--- src/rtl/adder_dp_pkg.sv ---
// Shared widths and mux-select encodings for the sum-of-1..N adder datapath.
package adder_dp_pkg;

    localparam int unsigned CNT_W_DEFAULT = 8;
    localparam int unsigned SUM_W_DEFAULT = 16;

    localparam logic MUX_ZERO = 1'b0;
    localparam logic MUX_INC  = 1'b1;

endpackage

--- src/rtl/dp_register.sv ---
// Load-enabled datapath register with synchronous active-low reset.
module dp_register #(
    parameter int unsigned W = 8
) (
    input  logic         clk,
    input  logic         rst,
    input  logic         en_i,
    input  logic [W-1:0] d_i,
    output logic [W-1:0] q_o
);

    logic [W-1:0] reg_q;

    always_ff @(posedge clk) begin
        if (!rst) begin
            reg_q <= '0;
        end else if (en_i) begin
            reg_q <= d_i;
        end
    end

    assign q_o = reg_q;

endmodule

--- src/rtl/adder_datapath.sv ---
// Datapath for the sum-of-1..N processor: loop counter, accumulator, latched limit,
// compare flag back to the controller and a registered result with sticky overflow.
module adder_datapath
    import adder_dp_pkg::*;
#(
    parameter int unsigned CNT_W = CNT_W_DEFAULT,
    parameter int unsigned SUM_W = SUM_W_DEFAULT
) (
    input  logic             clk,
    input  logic             rst,
    input  logic             MuxSel,
    input  logic             En,
    input  logic             MuxSel_2,
    input  logic             En_2,
    input  logic             OutBuf,
    input  logic [CNT_W-1:0] limit,
    output logic             lt,
    output logic [SUM_W-1:0] out_data,
    output logic             out_valid,
    output logic             overflow
);

    logic [CNT_W-1:0] i_q, i_d;
    logic [CNT_W-1:0] limit_q;
    logic             limit_en;
    logic [SUM_W-1:0] sum_q, sum_d;
    logic [SUM_W:0]   sum_ext;
    logic             ovf_q, ovf_d;
    logic             out_valid_q;

    always_comb begin
        i_d      = (MuxSel == MUX_INC) ? i_q + 1'b1 : '0;
        limit_en = En && (MuxSel == MUX_ZERO);
    end

    dp_register #(.W(CNT_W)) u_i_reg (
        .clk  (clk),
        .rst  (rst),
        .en_i (En),
        .d_i  (i_d),
        .q_o  (i_q)
    );

    dp_register #(.W(CNT_W)) u_limit_reg (
        .clk  (clk),
        .rst  (rst),
        .en_i (limit_en),
        .d_i  (limit),
        .q_o  (limit_q)
    );

    // One extra bit captures the carry-out that sets the sticky overflow flag.
    always_comb begin
        sum_ext = {1'b0, sum_q} + {{(SUM_W + 1 - CNT_W){1'b0}}, i_q};
        sum_d   = (MuxSel_2 == MUX_INC) ? sum_ext[SUM_W-1:0] : '0;
        ovf_d   = ovf_q;
        if (En_2) begin
            if (MuxSel_2 == MUX_ZERO) begin
                ovf_d = 1'b0;
            end else if (sum_ext[SUM_W]) begin
                ovf_d = 1'b1;
            end
        end
    end

    dp_register #(.W(SUM_W)) u_sum_reg (
        .clk  (clk),
        .rst  (rst),
        .en_i (En_2),
        .d_i  (sum_d),
        .q_o  (sum_q)
    );

    dp_register #(.W(SUM_W)) u_out_reg (
        .clk  (clk),
        .rst  (rst),
        .en_i (OutBuf),
        .d_i  (sum_q),
        .q_o  (out_data)
    );

    always_ff @(posedge clk) begin
        if (!rst) begin
            ovf_q       <= 1'b0;
            out_valid_q <= 1'b0;
        end else begin
            ovf_q       <= ovf_d;
            out_valid_q <= OutBuf;
        end
    end

    assign lt        = (i_q < limit_q);
    assign overflow  = ovf_q;
    assign out_valid = out_valid_q;

endmodule

--- config.mk ---
export PLATFORM = sky130hd
export DESIGN_NAME = adder_datapath
export DESIGN_NICKNAME = d
export VERILOG_FILES = /design/src/rtl/adder_dp_pkg.sv /design/src/rtl/dp_register.sv /design/src/rtl/adder_datapath.sv
export SDC_FILE = /design/constraint.sdc
export NUM_CORES = 1
export LEC_CHECK = 0
export BUFFER_PORTS_ARGS = -buffer_cell sky130_fd_sc_hd__buf_2
export CAP_MARGIN = 20
export CORE_ASPECT_RATIO = 2
export CORE_MARGIN = 2
export CORE_UTILIZATION = 50
export DETAILED_ROUTE_END_ITERATION = 8
export HOLD_SLACK_MARGIN = 0.06
export PLACE_DENSITY = 0.73
export SYNTH_ARGS = -nofsm -noshare
export SYNTH_HDL_FRONTEND = slang
export SYNTH_SLANG_ARGS = --single-unit
--- constraint.sdc ---
create_clock -name clk -period 5.6 [get_ports clk]
set_input_delay 1.12 -clock clk [delete_from_list [all_inputs] [get_ports clk]]
set_output_delay 1.12 -clock clk [all_outputs]
set_load 0.05 [all_outputs]
==> metrics.yaml <==
hold_buffers: 0
ios: 34
hpwl_mm: 3.647
async_reset_ff_share_pct: 0
synth-edff-count: 0
stdcell_count: 356
intPower_mw: 0.4645
clk_pin_slew_ns: 0.08
worst_pin_slew_ns: 0.5571
start_util_pct: 51.19
drt_iter0_markers: 18
grt_max_degree: 38
synth_top_area_share_pct: 40.57
track_usage_pct: 19.57
synth_top_family_by_area: "simple AND/OR/NAND/NOR gates"
ys_seq_area_share_pct: 40.57
fillCellCount: 449
drc: 0
die_h_um: 103.3
layout-drive-gt1-share_pct: 15.05
syn-instance-count: 269
cts-resized-gates: 0
cp.required_ns: 4.48
synth_fp_nets: 301
synthMuxAreaShare_pct: 6.897
crit_buf_inv: 1
avgSynthCellArea_um2: 9.172
synth_warnings: 0
r2r-start: "u_i_reg.q_o[0]$_SDFFE_PN0P_"
synth_area_mm2: 0.002467
post_cts_buffers: 0
synthXorXnorAreaFrac_pct: 4.260
setup_viol: 0
num_vias: 1957
p_per_area_mw_per_mm2: 222.2
cts_max_level: 2
r2r_cells: 8
clkPwrFrac_pct: 32.2
slew_headroom_pct: 62.86
period_needed_ns: 2.972
synth_fa_ha_area_share_pct: 8.925
layout.nets: 331
ys_types: 38
cp_top_family: "compound AO/OA/AOI/OAI gates"
p_leak_nw: 1.154
worst_ep_arrival_time_ns: 1.85
criticalPathCategory: "flop to output port"
io_buffer_count: 33
rsz0062_at_grt: "no"
final_hold_viol_count: 0
cp-start-kind: "flop"
synthToLayoutAreaGrowth_pct: 10.70
synth_top_area_cell: "dfxtp_1"
crit_start: "u_i_reg.q_o[1]$_SDFFE_PN0P_"
setup.worst_path.end: "lt"
worstHoldPathType: "flop to flop"
first_pass_iters: 4
dieArea_mm2: 0.005547
cts.path.max_buffers: 2
grt_pass1_wl_mm: 8.114
row_count: 36
endpoint_kind: "output port"
cts_tree: "yes"
status: "completed"
cts_root_buf: "clkbuf_8"
crit_chain: "ha_1 -> a21o_1 -> a21oi_1 -> o21ai_1 -> a31oi_1 -> buf_2"
grt_pass1_vias: 1977
routabilityCongestion: 0.8618
skew_ns: 0.008888
yosys.area_share.simple_pct: 18.86
p_sw_share_pct: 23.47
numCtsBuffers: 5
tns_ns: 0
ys_seq_elements: 50
p_comb_share_pct: 8.0
synth_compound_area_share_pct: 16.84
p_seq_share_pct: 59.8
power_switching_mw: 0.1424
synth_area_leaders: "dfxtp_1 41%, ha_1 8.1%, mux2i_1 6.9%"
antenna_found_initial: 0
viasPerCell: 5.497
irDropWorstVdd_v: 0.0001594
antenna_left: 0
cap_viol_max_count: 0
ys.flop_type: "dfxtp_1"
n_antenna_cell: 0
clock_sinks: 50
dp.cells: 349
critPathSlowestCell: "dfxtp_1"
crit_fanout: 6
overflow: 0
rrSetupSlack_ns: 3.37
coreArea_mm2: 0.004820
wl_mm: 4.715
die_w_um: 53.67
max_stage_delay_ns: 0.43
max_freq_mhz: 336.5
clock_latency_ns: 0.30
fin_crit_sh_pct: 53.06
r2r-end: "u_sum_reg.q_o[14]$_SDFFE_PN0P_"
wl_per_cell_um: 13.24
drv_slew: 0
critical_path_depth: 6
==> worst register-to-register path, delay by kind of cell, from the launching register on <==
family | cells | cell delay (ns)
adders and majority gates | 2 | 0.60
and+or+nand+nor | 2 | 0.57
AOI/OAI and AO/OA | 3 | 0.50
DFF | 1 | 0.43
buffers and inverters | 1 | 0.06
==> how the worst min path moves through the flow <==
stage / endpoint / slack (ns) / from / cells after the start
6_report: u_limit_reg.q_o[3]$_SDFFE_PN0P_ / 0.47 / u_limit_reg.q_o[3]$_SDFFE_PN0P_ / 2
5_1_grt: u_limit_reg.q_o[6]$_SDFFE_PN0P_ / 0.50 / u_limit_reg.q_o[6]$_SDFFE_PN0P_ / 2
4_1_cts: u_limit_reg.q_o[3]$_SDFFE_PN0P_ / 0.47 / u_limit_reg.q_o[3]$_SDFFE_PN0P_ / 2
3_5_place_dp: overflow$_SDFFE_PN0P_ / 0.45 / overflow$_SDFFE_PN0P_ / 1
3_3_place_gp: overflow$_SDFFE_PN0P_ / 0.45 / overflow$_SDFFE_PN0P_ / 1
2_1_floorplan: u_limit_reg.q_o[4]$_SDFFE_PN0P_ / 0.44 / u_limit_reg.q_o[4]$_SDFFE_PN0P_ / 2
==> layer usage <==
| metal | vias to the layer above | wire [um] | share of wire (%) | track usage, % |
|---|---|---|---|---|
| met4 | 0 | 143 | 3.0 | 9.270 |
| met1 | 916 | 1755 | 37 | 18.01 |
| met3 | 13 | 151 | 3.2 | 3.305 |
| met5 | - | 0 | 0 | 0 |
| li1 | 985 | - | - | - |
| met2 | 43 | 2665 | 57 | 38.46 |
==> cells by family (layout without fill, tap and decap cells) <==
| group | Yosys count | after routing |
|---|---|---|
| and+or+nand+nor | 91 | 91 |
| AOI/OAI and AO/OA | 61 | 61 |
| DFF | 50 | 50 |
| buffers and inverters | 21 | 51 |
| adders and majority gates | 17 | 17 |
| muxes | 17 | 17 |
| xor gates and xnor gates | 12 | 12 |
==> power groups by stage <==
stage | Clock (mW) | Sequential [mW] | Combinational (mW)
after floorplan | 0 | 0.372 | 0.0356
after global placement | 0 | 0.371 | 0.0490
after detailed placement | 0 | 0.371 | 0.0496
after CTS | 0.202 | 0.363 | 0.0498
after global routing | 0.216 | 0.364 | 0.0554
final | 0.195 | 0.363 | 0.0488
==> synth_stat cells, types with 3 or more instances <==
library cell / count
clkbuf_1: 6
nand3_1: 10
nor2b_1: 17
a21o_1: 6
nand2b_1: 5
nand4_1: 4
buf_2: 3
nand2_1: 29
inv_1: 11
o211ai_1: 4
o21ai_1: 6
nor2_1: 12
or3_1: 6
dfxtp_1: 50
and2_1: 3
ha_1: 16
xor2_1: 10
a21oi_1: 13
o21ai_0: 9
mux2i_1: 17
a21boi_0: 10
o21a_1: 4
==> metrics by stage <==
step / hold WS, ns / power [mW] / cell area, um^2 / util [%] / setup WS [ns]
3_3_place_gp: 0.4455 / 0.4201 / 2655 / 55.09 / 2.966
4_1_cts: 0.4702 / 0.6145 / 2731 / 56.67 / 2.609
5_1_grt: 0.4960 / 0.6351 / 2731 / 56.67 / 2.433
2_1_floorplan: 0.4435 / 0.4081 / 2467 / - / 2.655
6_report: 0.4678 / 0.6069 / 2731 / 56.67 / 2.628
3_5_place_dp: 0.4547 / 0.4209 / 2655 / 55.09 / 2.952
==> sequential cells by signal, summed over array words and instances, names as in the netlist <==
| name | cells |
|---|---|
| u_out_reg.q_o | 16 |
| u_sum_reg.q_o | 16 |
| u_i_reg.q_o | 8 |
| u_limit_reg.q_o | 8 |
| out_valid | 1 |
| overflow | 1 |
==> cells in the final DEF (no fill, tap or decap), types with 5 or more instances in the layout <==
cell,instances
xor2_1,10
nor2b_1,17
ha_1,16
nand3_1,10
buf_2,33
clkbuf_8,5
mux2i_1,17
inv_1,11
o21ai_1,6
o21ai_0,9
a21o_1,6
nand2_1,29
dfxtp_1,50
a21boi_0,10
or3_1,6
nand2b_1,5
nor2_1,12
a21oi_1,13
==> layout make-up <==
type                    count  area, um^2  area share, %
clock buffers               7       76.32          2.794
inverters                  11       41.29          1.512
multi-input cells         198        1376          50.39
flip-flops and latches     50        1001          36.65
well taps                  57       71.32          2.611
repair buffers             33       165.2          6.047
(Power assumes the default switching activity.)
